**config.mk**
```make
export PLATFORM = sky130hd
export DESIGN_NAME = fifo_rd_packer
export DESIGN_NICKNAME = d
export VERILOG_FILES = /design/src/rtl/fifo_rd_packer.sv
export SDC_FILE = /design/constraint.sdc
export NUM_CORES = 1
export LEC_CHECK = 0
export CORE_MARGIN = 3
export CORE_UTILIZATION = 43
export DETAILED_ROUTE_END_ITERATION = 10
export PLACE_DENSITY = 0.68
export SYNTH_ARGS = -nofsm -noshare
export SYNTH_HDL_FRONTEND = slang
export SYNTH_SLANG_ARGS = --single-unit
```
**constraint.sdc**
```tcl
create_clock -name i_rd_clk -period 1.8 [get_ports i_rd_clk]
set_input_delay 0.36 -clock i_rd_clk [delete_from_list [all_inputs] [get_ports i_rd_clk]]
set_output_delay 0.36 -clock i_rd_clk [all_outputs]
set_load 0.01 [all_outputs]
```
**src/rtl/fifo_rd_packer.sv**
```systemverilog
// fifo_rd_packer: drains byte entries from an async FIFO read port and packs
// PACK consecutive entries into one wide word on a valid/ready master port.
// Partial words leave with a keep mask on idle timeout or explicit flush.
module fifo_rd_packer #(
    parameter int unsigned DATA_WIDTH = 8,
    parameter int unsigned PACK       = 4,
    parameter int unsigned TIMEOUT    = 16
) (
    input  logic                       i_rd_clk,
    input  logic                       i_rst_n,
    input  logic                       i_fifo_empty,
    input  logic [DATA_WIDTH-1:0]      i_fifo_dout,
    output logic                       o_fifo_rd_en,
    input  logic                       i_flush,
    output logic [PACK*DATA_WIDTH-1:0] o_m_data,
    output logic [PACK-1:0]            o_m_keep,
    output logic                       o_m_last,
    output logic                       o_m_valid,
    input  logic                       i_m_ready
);

    localparam int unsigned CNT_W  = $clog2(PACK + 1);
    localparam int unsigned IDLE_W = (TIMEOUT > 1) ? $clog2(TIMEOUT) : 1;
    localparam logic [CNT_W-1:0]  CNT_FULL = CNT_W'(PACK);
    localparam logic [CNT_W:0]    FILL_LIM = (CNT_W + 1)'(PACK);
    localparam logic [IDLE_W-1:0] IDLE_MAX = (TIMEOUT > 0) ? IDLE_W'(TIMEOUT - 1) : '0;

    // Assembly state
    logic [PACK-1:0][DATA_WIDTH-1:0] r_asm;
    logic [CNT_W-1:0]                r_cnt;
    logic                            r_pend;
    logic                            r_flush_req;
    logic [IDLE_W-1:0]               r_idle;

    // Output register
    logic [PACK*DATA_WIDTH-1:0]      r_m_data;
    logic [PACK-1:0]                 r_m_keep;
    logic                            r_m_last;
    logic                            r_m_valid;

    // Combinational helpers
    logic                            w_out_free;
    logic                            w_flush_any;
    logic                            w_full;
    logic                            w_has_data;
    logic                            w_timeout_hit;
    logic                            w_close_full;
    logic                            w_close_part;
    logic                            w_close;
    logic [CNT_W:0]                  w_fill;
    logic                            w_room;
    logic [PACK-1:0]                 w_keep;
    logic [PACK*DATA_WIDTH-1:0]      w_data_masked;
    logic [PACK-1:0][DATA_WIDTH-1:0] w_asm_d;
    logic [CNT_W-1:0]                w_cnt_d;
    logic [IDLE_W-1:0]               w_idle_d;
    logic                            w_flush_req_d;

    assign w_out_free    = !r_m_valid || i_m_ready;
    assign w_flush_any   = r_flush_req || i_flush;
    assign w_full        = (r_cnt == CNT_FULL);
    assign w_has_data    = (r_cnt != '0);
    assign w_timeout_hit = (TIMEOUT != 0) && (r_idle == IDLE_MAX);
    assign w_close_full  = w_full && w_out_free;
    // A partial close waits for any in-flight byte so it is not split off.
    assign w_close_part  = w_has_data && !w_full && !r_pend && w_out_free &&
                           (w_flush_any || w_timeout_hit);
    assign w_close       = w_close_full || w_close_part;

    // Bytes held plus the one in flight must leave room for another pop.
    assign w_fill        = {1'b0, r_cnt} + {{CNT_W{1'b0}}, r_pend};
    assign w_room        = (w_fill < FILL_LIM);
    assign o_fifo_rd_en  = i_rst_n && !i_fifo_empty && (w_room || w_close_full) && !w_flush_any;

    assign o_m_data  = r_m_data;
    assign o_m_keep  = r_m_keep;
    assign o_m_last  = r_m_last;
    assign o_m_valid = r_m_valid;

    // Build the outgoing word: filled lanes pass through, unfilled lanes read as zero.
    always_comb begin
        w_keep        = '0;
        w_data_masked = '0;
        for (int i = 0; i < PACK; i++) begin
            if (CNT_W'(i) < r_cnt) begin
                w_keep[i]                                   = 1'b1;
                w_data_masked[i*DATA_WIDTH +: DATA_WIDTH]   = r_asm[i];
            end
        end
    end

    // Next assembly contents and fill count, including capture into a freshly closed word.
    always_comb begin
        w_asm_d = r_asm;
        w_cnt_d = r_cnt;
        if (w_close) begin
            w_cnt_d = '0;
        end
        if (r_pend) begin
            if (w_close) begin
                w_asm_d[0] = i_fifo_dout;
                w_cnt_d    = CNT_W'(1);
            end else begin
                for (int i = 0; i < PACK; i++) begin
                    if (CNT_W'(i) == r_cnt) begin
                        w_asm_d[i] = i_fifo_dout;
                    end
                end
                w_cnt_d = r_cnt + CNT_W'(1);
            end
        end
    end

    // Idle counter and flush latch next state.
    always_comb begin
        w_idle_d = r_idle;
        if (r_pend || w_close) begin
            w_idle_d = '0;
        end else if (w_has_data && i_fifo_empty && (TIMEOUT != 0) && (r_idle != IDLE_MAX)) begin
            w_idle_d = r_idle + IDLE_W'(1);
        end

        // A flush with nothing held or in flight is simply dropped.
        if (w_close) begin
            w_flush_req_d = 1'b0;
        end else if (!w_has_data && !r_pend) begin
            w_flush_req_d = 1'b0;
        end else begin
            w_flush_req_d = w_flush_any;
        end
    end

    // State and output register update.
    always_ff @(posedge i_rd_clk or negedge i_rst_n) begin
        if (!i_rst_n) begin
            r_asm       <= '0;
            r_cnt       <= '0;
            r_pend      <= 1'b0;
            r_flush_req <= 1'b0;
            r_idle      <= '0;
            r_m_data    <= '0;
            r_m_keep    <= '0;
            r_m_last    <= 1'b0;
            r_m_valid   <= 1'b0;
        end else begin
            r_asm       <= w_asm_d;
            r_cnt       <= w_cnt_d;
            r_pend      <= o_fifo_rd_en;
            r_flush_req <= w_flush_req_d;
            r_idle      <= w_idle_d;
            if (w_close) begin
                r_m_data  <= w_data_masked;
                r_m_keep  <= w_keep;
                r_m_last  <= w_close_part;
                r_m_valid <= 1'b1;
            end else if (i_m_ready) begin
                r_m_valid <= 1'b0;
            end
        end
    end

endmodule

```
After elaboration in Yosys (flattened, before gate mapping)
Cells that the tools add are included.
{"block": "totals", "regBits": 79, "inputBits": 13, "output_inout_bits": 39, "elab_cells": 79}
{"block": "op_classes", "addsub": 3, "magnitude_cmp": 5, "eq_ne": 6, "n_mux": 19, "n_bitwise": 1, "reduce_logical": 33}
{"op": "$mux W8", "count": 6}
{"op": "$logic_and A1 B1 Y1", "count": 11}
{"op": "$mux W3", "count": 3}
{"op": "$reduce_and A3 Y1", "count": 3}
{"op": "$mux W1", "count": 8}
{"op": "$mux W4", "count": 2}
{"op": "$reduce_bool A2 Y1", "count": 4}
{"op": "$eq A2 B3 Y1 const A", "count": 2}
{"op": "$logic_not A1 Y1", "count": 6}
{"op": "$logic_or A1 B1 Y1", "count": 6}
{"op": "$lt A1 B3 Y1 const A", "count": 2}
{"op": "$lt A2 B3 Y1 const A", "count": 2}
{"op": "$add A3 B1 Y4", "count": 1}
{"op": "$add A4 B1 Y4 const B", "count": 1}
{"op": "$eq A4 B4 Y1 const B", "count": 1}
{"op": "$lt A4 B3 Y1 const B", "count": 1}
{"op": "$ne A4 B4 Y1 const B", "count": 1}
{"op": "$add A3 B1 Y3 const B", "count": 1}
{"op": "$eq A1 B3 Y1 const A", "count": 1}
{"op": "$eq A3 B3 Y1 const B", "count": 1}
{"op": "$logic_not A3 Y1", "count": 1}
{"op": "$reduce_bool A3 Y1", "count": 1}
{"op": "$reduce_and A2 Y1", "count": 1}
{"op": "$not A1 Y1", "count": 1}

Longest topological paths before layout
Gate-level depths: netlist of run 1.
{"block": "depth", "word_depth": 9, "depth_mapped": 7, "mapped_depth_nobuf": 6}

Worst setup path before layout of run 1
Ideal clock, no wire load.
{"block": "synth_timing", "path_kind": "reg-to-reg", "startpoint": "reg r_cnt[0]", "endpoint": "reg r_m_data[2] (netlist: o_m_data[2])", "setup_ns": 0.125, "arrival_time_ns": 1.687, "required_time_ns": 1.675, "path_slack_ns": -0.012, "stages_incl_launch_ff": 7, "n_path_buf": 2, "period_less_slack_ns": 1.812, "cell_sequence": "dfrtp_1 -> inv_1 -> ha_1 -> o41ai_2 -> buf_6 -> buf_12 -> mux2_4"}
{"block": "synth_via", "elab_chain_cells": 7, "elab_cells_between_ends": 11, "classes_between": "1 x order compare; 1 x eq/ne; 1 x mux; 8 x reduce/logical"}
{"item": "start, declared", "line_no": "30", "text": "logic [CNT_W-1:0] r_cnt;"}
{"item": "start signal, assigned", "line_no": "147", "text": "r_cnt <= w_cnt_d;"}
{"item": "$eq A3 B3 Y1", "line_no": "61", "text": "assign w_full = (r_cnt == CNT_FULL);"}
{"item": "$logic_not A1 Y1", "line_no": "66", "text": "assign w_close_part = w_has_data && !w_full && !r_pend && w_out_free &&"}
{"item": "$logic_and A1 B1 Y1 (4 in a row)", "line_no": "66"}
{"item": "$logic_or A1 B1 Y1", "line_no": "68", "text": "assign w_close = w_close_full || w_close_part;"}
{"item": "end signal, assigned", "line_no": "152", "text": "r_m_data <= w_data_masked;"}
{"item": "end, declared", "line_no": "36", "text": "logic [PACK*DATA_WIDTH-1:0] r_m_data;"}
Parallel ways exist; a longest one is shown, timed or not.
A chain may end at the register's enable or synchronous reset.

Worst setup path after layout of run 1
{"block": "layout_timing", "startpoint": "reg r_flush_req", "endpoint": "out o_fifo_rd_en"}
{"block": "layout_via", "elab_chain_cells": 3}
{"item": "start, declared", "line_no": "32", "text": "logic r_flush_req;"}
{"item": "start signal, assigned", "line_no": "149", "text": "r_flush_req <= w_flush_req_d;"}
{"item": "$logic_or A1 B1 Y1", "line_no": "60", "text": "assign w_flush_any = r_flush_req || i_flush;"}
{"item": "$logic_not A1 Y1", "line_no": "73", "text": "assign o_fifo_rd_en = i_rst_n && !i_fifo_empty && (w_room || w_close_full) && !w_flush_any;"}
{"item": "$logic_and A1 B1 Y1", "line_no": "73"}
{"item": "end, declared", "line_no": "13", "text": "output logic o_fifo_rd_en,"}
Every way passes these cells.

==> flow_summary_export.csv, run 1 <==
group,metric,value,unit
synth,ys_seq_area_share,57.58,%
clocking,cts_buffers,9,
synth,synth_nets,284,
clocking,path_clk_slew,0.08,ns
floorplanning,rows,31,
layout,utilization,63.16,%
power_and_ir_drop,ir_worst_vdd,0.8204,mV
layout,syn2layout_area_growth,37.72,%
synth,syn_area,0.003433,mm2
placed_design,detailedPlace.worstSlack,-0.7439,ns
detailed_routing,wl_per_cell,15.24,um
sta,setup_tns,-0.07100,ns
critical_path,cp_top_family,"simple AND/OR/NAND/NOR gates",
clocking,cts_buffer_depth,2,
detailed_routing,drtAntennaViolNets,0,
sta,layout_min_cycle_time,1.849,ns
synth,async_reset_ff_share,100.0,%
status,violations,"setup timing",
layout,drive_above_1_share,32.88,%
clocking,cts_root_buffer,"clkbuf_8",
synth,yosys.area.top_type,"dfrtp_1",
critical_path,arrival,1.49,ns
global_route,antenna_found_initial,0,
critical_path,crit_fanout,2,
clocking,cts_sinks,79,
floorplanning,pin_count,52,
sta,clock_skew,0.01153,ns
sta,fin_ws,-0.04945,ns
critical_path,path_cells,"or4b_4 -> a21oi_2 -> buf_2",
clocking,h-tree-depth,3,
placed_design,place_congestion,0.7955,
placed_design,dp_hpwl,4.852,mm
job,maxCapViolCount,0,
layout,design_area,0.004728,mm2
critical_path,reg2regPathDepth,7,
synth,avgSynthCellArea,12.86,um2
critical_path,critPathBufInv,1,
detailed_routing,drt_iter0_drc,111,
synth,synth_top_area_share,57.58,%
worst_hold_path,hold_path_class,"in -> async",
detailed_routing,viasPerCell,4.882,
detailed_routing,route.detailed.drc,0,
detailed_routing,drt_wl_total,7.116,mm
placed_design,place_inst,439,
global_route,grt_pass1_vias,2243,
global_route,grt_max_degree,51,
detailed_routing,drtPass1Iterations,4,
synth,synth.distinct_cells,36,
sta,tightest_slew,0.6224,ns
sta,fmax,0.5407,GHz
sta,whs,0.05754,ns
layout,n_antenna_cell,0,
sta,hold_viol,0,
critical_path,end_kind,"primary output",
critical_path,critPathCapture,"o_fifo_rd_en",
synth,dominantRegCellSynth,"dfrtp_1",
clocking,insertion_delay,0.35,ns
global_route,grt_pass1_wl,11.58,mm
power_and_ir_drop,fin_total_pwr,7.503,mW
placed_design,post_dp_cell_area,0.004278,mm2
power_and_ir_drop,p_leak,2.092,nW
layout,nNetsFinal,380,
synth,synthCells,267,
critical_path,ff2ff_setup_slack,-0.01,ns
critical_path,worstReg2RegEnd,"o_m_data[1]",
status,status,"finished, violations left",
critical_path,cp.depth,3,
synth,synth_area_leaders,"dfrtp_1, mux2_2, mux2i_1",
floorplanning,die_x,95.36,um
synth,synth_edf_count,0,
floorplanning,initial_core_util,45.86,%
clocking,postCtsHoldBufs,0,
placed_design,port_buffers,51,
sta,period_share,102.7,%
floorplanning,core,0.007486,mm2
floorplanning,dieArea,0.009093,mm2
synth,ys_ff_latch,79,
sta,setup_violations,7,
floorplanning,die_h,95.36,um
detailed_routing,vias,2280,
power_and_ir_drop,pwr_density_cell,1587,mW/mm2
critical_path,crit_start,"r_flush_req",
layout,final_cells,467,
global_route,grt-ovfl-total,0,
sta,slew-limit-headroom,58.50,%
critical_path,r2r_start,"r_cnt[0]",
sta,drv_slew,0,
synth,yosysWarnings,0,
critical_path,cp-start-kind,"register",
critical_path,critPathKind,"reg -> out",
critical_path,cpMaxStageDelayCell,"or4b_4",
global_route,track_usage,17.18,%
clocking,cts_tree,"done",
critical_path,required,1.44,ns
critical_path,critPathMaxStageDelay,0.48,ns
sta,rsz0062_at_grt,"true",
[cell usage after synthesis (3+ instances only)]
cell type	instances
a21oi_1	3
and2b_1	4
buf_6	4
dfrtp_1	79
ha_1	4
inv_1	27
mux2_2	37
mux2_4	6
mux2i_1	27
nand2_1	32
nand3_1	3
nor2_1	3
nor2b_1	6
nor3_1	5
xor2_1	3
[cell type report]
| cell class | instances | area [um2] |
|---|---|---|
| sequential | 79 | 1977 |
| multi-input combinational | 151 | 1371 |
| fill | 598 | 2758 |
| tap | 99 | 123.9 |
| inverter | 27 | 101.3 |
| timing repair buffer | 95 | 970.9 |
| clock buffer | 11 | 141.4 |
| clock inverter | 5 | 42.54 |
[layer usage]
layer / GRT usage (%) / share of wire (%) / routed length [um]
met1: 24.29 / 48 / 3418
met3: 3.552 / 3.5 / 251
met2: 25.54 / 46 / 3295
met4: 7.572 / 2.1 / 151
met5: 0 / 0 / 0
[timing repair]
| action | CTS | global route |
|---|---|---|
| pin swaps | 3 | 3 |
| buffers inserted | 4 | 6 |
| setup endpoints to repair | 37 | 44 |
| resized for setup | 21 | 20 |
| cloned | 1 | 1 |
[sequential cells by signal (all words and copies together) (netlist names)]
name,flops
o_m_last,1
r_pend,1
r_flush_req,1
r_asm,32
r_idle,4
o_m_keep,4
r_cnt,3
o_m_valid,1
o_m_data,32
[how the worst min path moves through the flow]
stage	start	end	slack, ns	depth (start not counted)
floorplan	i_rst_n	o_m_data[0]	0.06	0
global placement	i_rst_n	o_m_data[13]	0.46	2
detailed placement	i_rst_n	o_m_data[13]	0.45	2
CTS	i_rst_n	o_m_data[20]	0.06	2
global route	i_rst_n	o_m_data[20]	0.07	2
finish	i_rst_n	o_m_data[20]	0.06	2
[placed cells by master (no fill, tap or decap), drive strengths merged, types with 2 or more instances in the layout]
cell | Yosys | layout
xor2 | 3 | 3
nand2 | 32 | 32
a21oi | 4 | 4
mux2 | 43 | 43
and2b | 4 | 4
dlygate4sd2 | 0 | 2
inv | 27 | 28
clkdlybuf4s50 | 0 | 47
nor3 | 5 | 5
nand3 | 3 | 3
mux2i | 27 | 27
clkinv | 0 | 4
or2 | 2 | 2
nor2b | 6 | 6
ha | 4 | 4
nand4 | 2 | 2
dfrtp | 79 | 79
buf | 8 | 45
clkbuf | 2 | 12
nand2b | 2 | 2
nor2 | 5 | 5
[worst reg2reg max path: stages, from the launching register on]
cell	delay [ns]
dfrtp_1	0.37
inv_2	0.06
ha_4	0.16
buf_6	0.12
o41ai_4	0.33
buf_6	0.20
buf_12	0.16
mux2_4	0.30
[report_power, final]
part	switching [mW]	internal, mW
Clock	0.671	0.554
Sequential	0.361	2.44
Combinational	1.38	2.10
[kinds of logic (layout without fill, tap and decap cells)]
family	after synthesis	after routing	synth area share (%)
flip-flops	79	79	57.58
AND/OR/NAND/NOR	63	63	9.293
buffers and inverters	37	138	5.539
AO/OA/AOI/OAI	11	11	2.734
multiplexers	70	70	22.63
XOR/XNOR	3	3	0.7654
adder cells (fa/ha/maj)	4	4	1.458
No activity file was read; power rests on OpenSTA's default activity.
==> run 2: changes to the inputs <==
- RECOVER_POWER: not set -> 25
==> run 2 against run 1 <==
Against the previous run:
- the run still ends with setup timing left
- sequential share of layout area grew 0.055 points
- power is essentially flat
- sequential power is essentially flat
- register-to-register slack is essentially flat
- worst hold slack gained 0.29 ns
- setup slack gained 0.0013 ns
- via count shrank 0.61%
- die area is the same
==> flow_summary_export.csv, run 2 (synthesized netlist as in run 1, its figures left out) <==
group,metric,value,unit
status,status,"finished, violations left",
status,violations,"setup timing",
power_and_ir_drop,pwr_density_cell,1589,mW/mm2
power_and_ir_drop,p_leak,2.087,nW
layout,layout_commonest_cell,"dfrtp_1",
critical_path,crit_fanout,2,
global_route,track_usage,17.18,%
sta,setup_violations,5,
clocking,cts_buffers,9,
clocking,insertion_delay,0.35,ns
critical_path,cp-start-kind,"register",
layout,nNetsFinal,380,
layout,utilization,63.08,%
layout,n_antenna_cell,0,
placed_design,detailedPlace.worstSlack,-0.7439,ns
floorplanning,dieArea,0.009093,mm2
sta,tightest_slew,0.7486,ns
clocking,path_clk_slew,0.08,ns
critical_path,end_kind,"primary output",
clocking,cts_root_buffer,"clkbuf_8",
critical_path,cp_top_family,"simple AND/OR/NAND/NOR gates",
layout,final_cell_mix,"dfrtp_1, clkdlybuf4s50_1, nand2_1, mux2_2, mux2i_1",
sta,rsz0062_at_grt,"true",
critical_path,cpMaxStageDelayCell,"or4b_4",
detailed_routing,drt_wl_total,7.149,mm
power_and_ir_drop,ir_worst_vdd,0.8211,mV
worst_hold_path,hold_path_class,"in -> async",
critical_path,path_cells,"or4b_4 -> a21oi_2 -> buf_2",
detailed_routing,viasPerCell,4.852,
global_route,grt_pass1_wl,11.58,mm
sta,drv_slew,0,
sta,period_share,102.7,%
detailed_routing,wl_per_cell,15.31,um
clocking,cts_tree,"done",
floorplanning,rows,31,
clocking,cts_buffer_depth,2,
floorplanning,initial_core_util,45.86,%
floorplanning,core,0.007486,mm2
layout,syn2layout_area_growth,37.54,%
floorplanning,die_x,95.36,um
detailed_routing,drtAntennaViolNets,0,
detailed_routing,drt_iter0_drc,111,
sta,setup_tns,-0.05597,ns
critical_path,reg2regPathDepth,7,
clocking,h-tree-depth,3,
global_route,grt-ovfl-total,0,
layout,drive_above_1_share,32.61,%
sta,fin_ws,-0.04810,ns
critical_path,critPathKind,"reg -> out",
detailed_routing,route.detailed.drc,0,
global_route,grt_pass1_vias,2243,
global_route,antenna_found_initial,0,
detailed_routing,drtPass1Iterations,4,
critical_path,critPathBufInv,1,
critical_path,arrival,1.49,ns
clocking,cts_sinks,79,
placed_design,port_buffers,51,
critical_path,critPathMaxStageDelay,0.48,ns
floorplanning,die_h,95.36,um
sta,clock_skew,0.01227,ns
global_route,grt_max_degree,51,
sta,hold_viol,0,
detailed_routing,vias,2266,
critical_path,cp.depth,3,
sta,layout_min_cycle_time,1.848,ns
sta,slew-limit-headroom,50.10,%
critical_path,required,1.44,ns
sta,fmax,0.5411,GHz
floorplanning,pin_count,52,
placed_design,place_congestion,0.7955,
placed_design,dp_hpwl,4.852,mm
clocking,postCtsHoldBufs,0,
job,maxCapViolCount,0,
## run 2: path summary, 6_finish.rpt
path | endpoint | startpoint | slack, ns
min reg2reg | r_asm[1] | r_asm[1] | 0.50
max | o_fifo_rd_en | r_flush_req | -0.05
max in group asynchronous | o_m_data[31] | i_rst_n | 0.24
min | o_m_data[13] | i_rst_n | 0.34
max reg2reg | o_m_data[1] | r_cnt[0] | 0
min in group i_rd_clk | r_asm[1] | r_asm[1] | 0.50
## run 2: layout make-up
| type | instances | area [um2] |
|---|---|---|
| Clock buffer | 11 | 141.4 |
| Clock inverter | 5 | 42.54 |
| Fill cell | 600 | 2764 |
| Inverter | 27 | 101.3 |
| Multi-Input combinational cell | 151 | 1371 |
| Sequential cell | 79 | 1977 |
| Tap cell | 99 | 123.9 |
| Timing Repair Buffer | 95 | 964.7 |
## run 2: metal layers
metal | wire, um | vias up | track usage, %
met5 | 0 | - | 0
met3 | 250 | 11 | 3.552
met4 | 110 | 0 | 7.572
met2 | 3336 | 48 | 25.54
li1 | - | 1083 | -
met1 | 3452 | 1124 | 24.29
## run 2: power by group
group / internal, mW / switching [mW]
clock network: 0.554 / 0.674
registers: 2.44 / 0.361
logic: 2.10 / 1.38
## run 2: what timing repair did
action,in CTS,in global routing
cloned,1,1
pin swaps,3,3
setup buffers,4,6
gates resized for setup,21,20
endpoints found under the setup margin,37,44
## run 2: metrics by stage
stage	total power, mW	instances	hold WS [ns]	area (um2)
floorplan	4.441	267	0.06441	3433
global placement	5.661	439	0.4578	4278
detailed placement	5.728	439	0.4541	4278
CTS	7.238	460	0.06415	4563
global route	7.963	467	0.3996	4722
finish	7.503	467	0.3446	4722
==> run 3: changes to the inputs <==
- ABC_AREA: not set -> 1
- SLEW_MARGIN: not set -> 40
- TNS_END_PERCENT: not set -> 20
==> run 3 against run 2 <==
Against the previous run:
- the run still ends with setup timing left
- clock-buffer cell count is 2 higher
- die area is 2.0% higher
- setup slack better by 0.010 ns
- wire length is 5.6% higher
- critical path type unchanged
- largest cell class unchanged
- synthesized area is 2.1% higher
- power is 10% lower
- non-clock buffer count is 19 lower
- final cell count is 29% higher
- maximum frequency is 0.55% higher
- via count is 27% higher
- synthesized cell count is 60% higher
==> flow_summary_export.csv, run 3 <==
group,metric,value,unit
status,violations,"setup timing",
sta,period_share,102.1,%
clocking,h-tree-depth,3,
critical_path,cp-start-kind,"register",
sta,rsz0062_at_grt,"true",
synth,synth_edf_count,0,
synth,async_reset_ff_share,100.0,%
detailed_routing,wl_per_cell,12.52,um
sta,fmax,0.5441,GHz
detailed_routing,viasPerCell,4.765,
floorplanning,core,0.007807,mm2
synth,yosys.area.top_type,"dfrtp_1",
clocking,cts_buffers,9,
layout,nNetsFinal,513,
synth,ys_ff_latch,79,
global_route,grt-ovfl-total,0,
floorplanning,initial_core_util,44.90,%
layout,layout_commonest_cell,"nand2_1",
clocking,insertion_delay,0.35,ns
clocking,cts_sinks,79,
layout,utilization,57.71,%
synth,synth.most_common_cell,"nand2_1",
global_route,grt_pass1_vias,2645,
synth,syn_area,0.003506,mm2
synth,netlist_top_cells_count,"nand2_1, dfrtp_1, inv_1",
power_and_ir_drop,fin_total_pwr,6.733,mW
sta,fin_ws,-0.03791,ns
clocking,cts_root_buffer,"clkbuf_8",
synth,synth.distinct_cells,24,
detailed_routing,drt_iter0_drc,117,
global_route,grt_pass1_wl,12.43,mm
job,maxCapViolCount,0,
detailed_routing,drtPass1Iterations,4,
sta,drv_slew,0,
worst_hold_path,hold_path_class,"in -> reg",
global_route,track_usage,17.68,%
layout,final_cells,603,
sta,whs,0.4163,ns
floorplanning,dieArea,0.009273,mm2
global_route,antenna_found_initial,0,
detailed_routing,drt_wl_total,7.552,mm
placed_design,dp_hpwl,5.302,mm
floorplanning,die_h,96.30,um
synth,avgSynthCellArea,8.210,um2
layout,final_cell_mix,"nand2_1, dfrtp_1, inv_1",
sta,clock_skew,0.007552,ns
synth,dominantRegCellSynth,"dfrtp_1",
layout,drive_above_1_share,11.58,%
synth,synth_nets,444,
critical_path,critPathKind,"reg -> out",
global_route,grt_max_degree,45,
critical_path,end_kind,"primary output",
power_and_ir_drop,ir_worst_vdd,0.5331,mV
sta,slew-limit-headroom,27.98,%
placed_design,place_inst,586,
sta,setup_violations,1,
layout,fillerInstances,735,
sta,setup_tns,-0.03791,ns
sta,layout_min_cycle_time,1.838,ns
clocking,path_clk_slew,0.07,ns
layout,syn2layout_area_growth,28.52,%
status,status,"finished, violations left",
sta,hold_viol,0,
clocking,cts_buffer_depth,2,
layout,n_antenna_cell,0,
critical_path,arrival,1.48,ns
power_and_ir_drop,pwr_density_cell,1494,mW/mm2
sta,tightest_slew,1.080,ns
placed_design,port_buffers,51,
floorplanning,pin_count,52,
detailed_routing,drtAntennaViolNets,0,
floorplanning,rows,32,
clocking,cts_tree,"done",
power_and_ir_drop,p_leak,2.454,nW
synth,synth_top_area_share,56.39,%
detailed_routing,vias,2873,
synth,yosysWarnings,0,
synth,synth_area_leaders,"dfrtp_1, nand2_1, nand3_1",
critical_path,crit_fanout,2,
synth,synthCells,427,
placed_design,place_congestion,0.7591,
synth,ys_seq_area_share,56.39,%
floorplanning,die_x,96.30,um
critical_path,required,1.44,ns
detailed_routing,route.detailed.drc,0,
==> run 3: cell types whose count changed after synthesis, moves of 4 or more <==
cell,before,now
and2b_1,4,0
buf_2,1,9
clkbuf_1,2,6
inv_1,27,52
mux2_2,37,0
mux2_4,6,0
mux2i_1,27,0
nand2_1,32,141
nand3_1,3,45
nor2_1,3,34
nor2b_1,6,0
nor3_1,5,1
o21ai_0,0,32
==> run 3: logic make-up (layout without fill, tap and decap cells) <==
| family | after synthesis | after routing | share of synthesized area (%) |
|---|---|---|---|
| simple gates | 231 | 231 | 27.55 |
| fa+ha+maj | 4 | 4 | 1.428 |
| buf+inv | 73 | 147 | 8.565 |
| flops | 79 | 79 | 56.39 |
| compound gates | 40 | 40 | 6.067 |
==> run 3: routing by layer <==
| layer | up-vias | routed length (um) | global-route usage [%] |
|---|---|---|---|
| met5 | - | 0 | 0 |
| met4 | 0 | 147 | 7.360 |
| met3 | 10 | 268 | 3.284 |
| met2 | 46 | 3602 | 28.12 |
| met1 | 1354 | 3533 | 23.74 |
| li1 | 1463 | - | - |
==> run 3: power by group <==
part           switching, mW  total [mW]  internal (mW)
logic                   1.41        2.62           1.21
clock network          0.612        1.36          0.751
registers              0.337        2.75           2.41
==> run 3: path summary, 6_finish.rpt <==
kind,startpoint,to,slack (ns),depth (start not counted)
setup / recovery,r_cnt[0],o_fifo_rd_en,-0.04,7
hold / removal,i_rst_n,r_pend,0.42,3
setup reg to reg,r_cnt[0],r_asm[11],0.10,9
hold reg to reg,r_asm[3],r_asm[3],0.49,2
max in group asynchronous,i_rst_n,o_m_data[18],0.25,3
min in group asynchronous,i_rst_n,o_m_keep[0],0.49,2
==> run 3: worst max-delay path, stage by stage (launching register included) <==
cell and delay, ns:
dfrtp_1 0.39, inv_2 0.09, ha_4 0.15, nand2_4 0.06, clkinv_4 0.06, nand2_4 0.06, a31oi_4 0.17, buf_2 0.15
==> run 3: cell type report <==
cell class                      instances  area (um2)  area share, %
Sequential cell                        79        1977          43.88
Multi-Input combinational cell        275        1276          28.33
Timing Repair Buffer                   76       704.4          15.63
Inverter                               55       211.5          4.693
Clock buffer                           13       168.9          3.749
Tap cell                              102       127.6          2.833
Clock inverter                          3       40.04         0.8886
==> run 3: timing repair <==
item / CTS / global route
hold buffers: 0 / 0
gates resized for setup: 16 / 2
setup endpoints to repair: 46 / 9
pin swaps: 3 / 2
setup buffers: 1 / 0
==> run 3: metrics by stage <==
step,worst slack [ns],instance area (um2)
final,-0.03791,4506
after global routing,-0.1115,4506
after CTS,-0.06556,4504
after detailed placement,-0.3538,4247
after global placement,-0.3047,4247
after floorplan,0.01788,3512
